--- src/rtl/muldiv_issue.sv ---
// Execute-stage issuer for the RV32M multiply/divide unit: latches one M-op, launches the unit,
// waits for completion (with a watchdog) and hands the result to writeback.
module muldiv_issue #(
    parameter int TIMEOUT = 64
) (
    input  logic        clk,
    input  logic        reset,
    input  logic        req_valid,
    output logic        req_ready,
    input  logic [2:0]  req_funct3,
    input  logic [31:0] req_rs1,
    input  logic [31:0] req_rs2,
    input  logic [4:0]  req_rd,
    input  logic        flush,
    output logic        stall,
    output logic        res_valid,
    input  logic        res_ready,
    output logic [31:0] res_data,
    output logic [4:0]  res_rd,
    output logic        err,
    output logic        mu_start,
    output logic [31:0] mu_in_A,
    output logic [31:0] mu_in_B,
    output logic [1:0]  mu_op_mul,
    output logic [1:0]  mu_op_div,
    output logic        mu_sel,
    input  logic [31:0] mu_R,
    input  logic        mu_done
);

    localparam logic [7:0] TIMEOUT_CNT = 8'(TIMEOUT);

    typedef enum logic [1:0] {IDLE, LAUNCH, BUSY, DONE} state_t;

    state_t      state_reg;
    logic        kill_reg;
    logic [7:0]  count_reg;
    logic [2:0]  funct3_reg;
    logic [4:0]  rd_reg;
    logic        accept;
    logic        kill_now;

    assign accept   = req_valid && req_ready && !flush;
    assign kill_now = kill_reg || flush;
    assign stall    = (state_reg != IDLE) || accept;

    // Unit controls come only from the latched request so they hold until the op ends.
    assign mu_sel    = funct3_reg[2];
    assign mu_op_mul = funct3_reg[1:0];
    assign mu_op_div = funct3_reg[1:0];

    always_ff @(posedge clk or negedge reset) begin
        if (!reset) begin
            state_reg  <= IDLE;
            kill_reg   <= 1'b0;
            count_reg  <= 8'd0;
            funct3_reg <= 3'd0;
            rd_reg     <= 5'd0;
            req_ready  <= 1'b1;
            res_valid  <= 1'b0;
            res_data   <= 32'd0;
            res_rd     <= 5'd0;
            err        <= 1'b0;
            mu_start   <= 1'b0;
            mu_in_A    <= 32'd0;
            mu_in_B    <= 32'd0;
        end else begin
            err      <= 1'b0;
            mu_start <= 1'b0;
            case (state_reg)
                IDLE: begin
                    if (accept) begin
                        funct3_reg <= req_funct3;
                        mu_in_A    <= req_rs1;
                        mu_in_B    <= req_rs2;
                        rd_reg     <= req_rd;
                        count_reg  <= 8'd0;
                        mu_start   <= 1'b1;
                        req_ready  <= 1'b0;
                        state_reg  <= LAUNCH;
                    end
                end
                LAUNCH, BUSY: begin
                    if (flush) kill_reg <= 1'b1;
                    if (mu_done) begin
                        res_data <= mu_R;
                        res_rd   <= rd_reg;
                        if (kill_now) begin
                            // Killed op: drain the unit silently, never show DONE.
                            kill_reg  <= 1'b0;
                            req_ready <= 1'b1;
                            state_reg <= IDLE;
                        end else begin
                            res_valid <= 1'b1;
                            state_reg <= DONE;
                        end
                    end else if (state_reg == LAUNCH) begin
                        count_reg <= 8'd0;
                        state_reg <= BUSY;
                    end else if (count_reg == TIMEOUT_CNT) begin
                        err       <= 1'b1;
                        kill_reg  <= 1'b0;
                        req_ready <= 1'b1;
                        state_reg <= IDLE;
                    end else begin
                        count_reg <= count_reg + 8'd1;
                    end
                end
                DONE: begin
                    if (res_ready || flush) begin
                        res_valid <= 1'b0;
                        req_ready <= 1'b1;
                        state_reg <= IDLE;
                    end
                end
                default: begin
                    state_reg <= IDLE;
                end
            endcase
        end
    end

endmodule

--- config.mk ---
export PLATFORM = sky130hd
export DESIGN_NAME = muldiv_issue
export DESIGN_NICKNAME = d
export VERILOG_FILES = /design/src/rtl/muldiv_issue.sv
export SDC_FILE = /design/constraint.sdc
export NUM_CORES = 1
export LEC_CHECK = 0
export BUFFER_PORTS_ARGS = -buffer_cell sky130_fd_sc_hd__buf_2
export CAP_MARGIN = 20
export CORE_MARGIN = 2
export CORE_UTILIZATION = 40
export CTS_CLUSTER_DIAMETER = 50
export DETAILED_ROUTE_END_ITERATION = 10
export PLACE_DENSITY = 0.7
export SLEW_MARGIN = 20
export SYNTH_ARGS = -nofsm -noshare
export SYNTH_HDL_FRONTEND = slang
export SYNTH_SLANG_ARGS = --single-unit
--- constraint.sdc ---
create_clock -name clk -period 2.97 [get_ports clk]
set_clock_uncertainty 0.15 [all_clocks]
set_input_delay 0.4455 -clock clk [delete_from_list [all_inputs] [get_ports clk]]
set_output_delay 0.4455 -clock clk [all_outputs]
set_load 0.01 [all_outputs]
==> results.ini, run 1 <==
[run_status]
run_status=finished with violations
violations=hold timing

[clocking]
post-cts-setup-buffer-count=0
htreeDepth=4
clock_tree.buffer_depth=2
cts_hold_buf=0
path_clk_slew_ns=0.05
cts-root-buf=clkbuf_16
cts_tree=done
clk_latency_ns=0.40
clock-sinks=124
cts_inserted_buffers=17
ctsResizeCount=0

[sta]
timing.fmax_mhz=438.4
fin_setup_tns_ns=0
worst_slew_pin_slew_ns=0.6927
fin_crit_sh=0.7680
maxSlewViolCount=0
finalHoldViolCount=39
rsz0062_at_grt=no
holdWs_ns=-0.06698
setup_slack_ns=0.6891
finalWorstPathRequiredPeriod_ns=2.281
relSlewSlack=0.5382
final-setup-viol-count=0

[power]
combinationalPowerShare=0.361
switching_share=0.3145
power_switching_mw=2.346
p_clk_frac=0.252
power_mw=7.458
power.internal_mw=5.113
p_leak_nw=3.362
peakVddDrop_mv=0.5565
p_seq_frac=0.387
power.density_nw_per_um2=1100

[placement]
pre_cts_ws_ns=0.6965
dp_hpwl_mm=8.039
dpl_cell_area_um2=6231
routabilityCongestion=0.8376
port_buffers=220

[drt]
first_iter_violations=153
routed_wl_mm=10.99
via_count=3513
wl_per_cell_um=14.95
remaining_drc_errors=0
viasPerCell=4.780
ant_nets=0
firstDrtPassIters=4

[finish]
layout.nets=670
area_growth_syn_to_layout_pct=36.45
reg.largest.list=mu_in_A x32, mu_in_B x32, res_data x32
diodes=0
drive_above_1_share=0.6490
fin_area_um2=6778

[floorplanning]
num_rows=40
start_util=0.4118
die_h_um=115.4
ios=221
die-area_um2=13330
fp.dieW_um=115.4
core_area_um2=12060

[global_routing]
grt_use_total=0.1667
antenna_found_initial=0
grt_pass1_vias=3635
grt_pass1_wl_mm=17.17
grt_max_degree=125
grt-ovfl-total=0

[yosys]
synth_cells=331
synth_edf_count=0
syn_avg_cell_area_um2=15.01
synth_most_common_cell=dfrtp_1
ys.flop_type=dfrtp_1
yosysTopAreaCellShare=0.6196
seq_area_frac_synth=0.6249
synthArstFlopShare=1.000
synth_top_area_cell=dfrtp_1
yosysUniqueCellTypes=42
synthTopCellsByArea=dfrtp_1 (62%), mux2_2 (25%), ha_1 (1.3%), buf_2 (1.1%), o21ai_0 (1.1%)
ys_warn_count=0
yosys-top-cells-count=dfrtp_1 (123), mux2_2 (110), buf_2 (11), nor2_1 (11), o21ai_0 (11)
synth.net_count=446
synth_area_um2=4967
synth_seq_cells=124

[critical_path]
crit_slowest_cell=ha_1
worst-path-max-fanout=33
crit_family=compound AO/OA/AOI/OAI gates
start_kind=register
r2r_end=count_reg[0]$_DFFE_PN0P_
crit_cells=6
max_stage_delay_ns=0.41
r2r_start=state_reg[0]$_DFFE_PN0P_
crit_type=reg -> reg
critPathBufInv=1
reg2regPathDepth=6
worstPathCellList=inv_1 > ha_1 > and2_4 > a211o_4 > o21bai_1 > mux2_4
crit_arrival_ns=2.42
required_ns=3.11
end_kind=register
r2r_slack_ns=0.69

[worst_hold_path]
hold_class=in -> async

[flow_run]
drv_cap=0

==> cells in the final DEF, fill, tap and decap left out, types with 2 or more instances in the layout <==
cell type   Yosys  routed
clkbuf_16       0      17
inv_1           7       7
buf_2          11     219
a21oi_1         4       4
mux2_2        110     110
o31ai_1         4       4
ha_1            5       5
clkinvlp_4      0       2
buf_4           2       2
and3_1          2       2
clkbuf_1        1       4
nand3_1         3       3
nand2_1         4       3
nor3_1          2       2
nor2_1         11      11
o21bai_1        2       2
clkbuf_8        0       3
clkinv_2        0       4
dfrtp_1       123     123
buf_12          0       2
nand2b_1        3       3
o21ai_0        11      11
==> per-layer routing <==
layer,global-route usage,vias to the layer above,routed length (um)
met5,0,-,0
met2,0.2827,170,5491
met1,0.1858,1703,4265
met4,0.07390,0,203
li1,-,1621,-
met3,0.06590,19,1028
==> power by group through the flow <==
stage	combinational (mW)	clock, mW	sequential (mW)
floorplan	1.28	0	3.25
global placement	2.65	0	2.87
detailed placement	2.74	0	2.92
CTS	2.74	1.93	2.90
global route	2.94	2.01	2.99
finish	2.69	1.88	2.88
==> final cells by class <==
| class | count | area, um^2 |
|---|---|---|
| multi-input combinational | 182 | 1739 |
| clock buffer | 24 | 481.7 |
| clock inverter | 7 | 65.06 |
| tap | 168 | 210.2 |
| inverter | 7 | 26.28 |
| sequential | 124 | 3104 |
| timing repair buffer | 223 | 1151 |
| fill | 1033 | 5284 |
==> cells by family (layout without fill, tap and decap cells) <==
logic type               after synthesis  in the layout  synth area share
AO/OA/AOI/OAI                         28             28           0.03804
adder cells (fa/ha/maj)                5              5           0.01259
buffers and inverters                 25            261           0.02645
flip-flops                           124            124            0.6249
multiplexers                         113            113            0.2567
AND/OR/NAND/NOR                       36             36           0.04131
==> stage by stage <==
stage               instances    util
global route              735  0.5619
CTS                       735  0.5619
global placement          704  0.5166
detailed placement        704  0.5166
finish                    735  0.5619
floorplan                 331       -
==> how the worst max path moves through the flow <==
stage                               endpoint  slack (ns)                startpoint
finish              count_reg[0]$_DFFE_PN0P_        0.69  state_reg[0]$_DFFE_PN0P_
global route        count_reg[0]$_DFFE_PN0P_        0.58  state_reg[0]$_DFFE_PN0P_
CTS                 count_reg[0]$_DFFE_PN0P_        0.69  state_reg[0]$_DFFE_PN0P_
detailed placement  count_reg[0]$_DFFE_PN0P_        0.70  state_reg[0]$_DFFE_PN0P_
global placement    count_reg[0]$_DFFE_PN0P_        0.75  state_reg[0]$_DFFE_PN0P_
floorplan           count_reg[0]$_DFFE_PN0P_        0.88  state_reg[0]$_DFFE_PN0P_
(Power assumes the default switching activity.)
==> run 2: changes to the inputs <==
==> constraint.sdc (replaced) <==
create_clock -name clk -period 2.3 [get_ports clk]
set_clock_uncertainty 0.15 [all_clocks]
set_input_delay 0.345 -clock clk [delete_from_list [all_inputs] [get_ports clk]]
set_output_delay 0.345 -clock clk [all_outputs]
set_load 0.01 [all_outputs]
==> results.ini, run 2 (synthesized netlist as in run 1, its figures left out) <==
[run_status]
run_status=complete, no violations

[global_routing]
grt_pass1_vias=3689
antenna_found_initial=0
grt-ovfl-total=0
grt_use_total=0.1647
grt_max_degree=68
grt_pass1_wl_mm=16.84

[power]
power_switching_mw=2.985
p_clk_frac=0.248
power.internal_mw=6.620
p_leak_nw=3.452
peakVddDrop_mv=0.7225
power.density_nw_per_um2=1378
p_seq_frac=0.388
combinationalPowerShare=0.365
power_mw=9.606
switching_share=0.3108

[drt]
wl_per_cell_um=14.40
routed_wl_mm=10.83
firstDrtPassIters=4
ant_nets=0
remaining_drc_errors=0
first_iter_violations=130
viasPerCell=4.750
via_count=3572

[placement]
routabilityCongestion=0.8121
dp_hpwl_mm=7.872
dpl_cell_area_um2=6266
port_buffers=220
dp_cells=707

[finish]
layout_common_cells=buf_2 (219), dfrtp_1 (123), mux2_2 (110), dlygate4sd3_1 (18), clkbuf_16 (17)
layout.nets=691
diodes=0
drive_above_1_share=0.6301
finalNonFillerCells=752
fin_area_um2=6973
reg.largest.list=mu_in_A x32, mu_in_B x32, res_data x32
area_growth_syn_to_layout_pct=40.38
final_common_cell=buf_2

[critical_path]
worst-path-max-fanout=9
end_kind=register
crit_type=reg -> reg
required_ns=2.44
start_kind=register
crit_arrival_ns=2.25

[sta]
worst_slew_pin_slew_ns=0.4948
finalHoldViolCount=0
fin_crit_sh=0.9192
maxSlewViolCount=0
finalWorstPathRequiredPeriod_ns=2.114
timing.fmax_mhz=473.0
rsz0062_at_grt=no
final-setup-viol-count=0
fin_setup_tns_ns=0
relSlewSlack=0.6666

[clocking]
path_clk_slew_ns=0.05
clock_tree.buffer_depth=2
clock-sinks=124
cts-root-buf=clkbuf_16
cts_tree=done
cts_inserted_buffers=17
htreeDepth=4
clk_latency_ns=0.40

[floorplanning]
die-area_um2=13330
die_h_um=115.4
fp.dieW_um=115.4
core_area_um2=12060
num_rows=40
ios=221
start_util=0.4118

[flow_run]
drv_cap=0

[worst_hold_path]
hold_class=in -> reg

run 2: cell count changes in the layout (fill, tap and decap cells not counted), sizes merged:
cell | previous run | this run
dlygate4sd3 | 0 | 18
buf | 223 | 226
clkinv | 4 | 2
clkinvlp | 2 | 0
run 2: power by group through the flow:
stage | combinational (mW) | sequential, mW | clock (mW)
after detailed placement | 3.53 | 3.76 | 0
after global placement | 3.44 | 3.71 | 0
final | 3.50 | 3.72 | 2.38
after global routing | 3.81 | 3.86 | 2.56
after floorplan | 1.66 | 4.19 | 0
after CTS | 3.56 | 3.74 | 2.45
run 2: worst max-delay path, stage by stage (launching register included):
cell and delay, ns:
dfrtp_1 0.38, inv_1 0.07, ha_1 0.40, and2_4 0.21, a211o_4 0.34, o21bai_1 0.18
mux2_4 0.27
run 2: cell type report:
class	instances	area, um^2
fillers	1001	5089
multi-input cells	182	1744
clock inverters	3	40.04
well taps	168	210.2
flip-flops and latches	124	3104
clock buffers	24	481.7
repair buffers	244	1366
inverters	7	26.28
run 2: final timing paths:
check | startpoint | endpoint | slack, ns | cells past startpoint
setup / recovery | state_reg[0]$_DFFE_PN0P_ | count_reg[0]$_DFFE_PN0P_ | 0.19 | 6
setup reg to reg | state_reg[0]$_DFFE_PN0P_ | count_reg[0]$_DFFE_PN0P_ | 0.19 | 6
hold / removal | mu_R[13] | res_data[13]$_DFFE_PN0P_ | 0.02 | 2
max in group asynchronous | reset | req_ready$_DFFE_PN1P_ | 1.10 | 3
hold reg to reg | mu_in_A[7]$_DFFE_PN0P_ | mu_in_A[7]$_DFFE_PN0P_ | 0.35 | 1
min in group asynchronous | reset | mu_in_A[29]$_DFFE_PN0P_ | 0.24 | 2
run 2: metal layers:
metal  track usage  vias to the layer above  part of all wire
met3       0.07008                       17             0.098
met4       0.08353                        0             0.017
li1              -                     1660                 -
met2        0.2752                      174              0.50
met1        0.1794                     1721              0.39
met5             0                        -                 0
run 2: what timing repair did:
item,4_1_cts,5_1_grt
hold endpoints to repair,38,1
setup endpoints to repair,0,3
hold buffers,17,1
setup buffers,0,0
resized for setup,0,1
run 2: stage by stage:
step / hold slack, ns / setup slack, ns / utilization
4_1_cts: 0.0005880 / 0.1613 / 0.5769
5_1_grt: 0.003277 / 0.07660 / 0.5781
3_3_place_gp: 0.1176 / 0.2537 / 0.5195
6_report: 0.02224 / 0.1859 / 0.5781
3_5_place_dp: 0.1161 / 0.1852 / 0.5195
2_1_floorplan: -0.1006 / 0.2121 / -
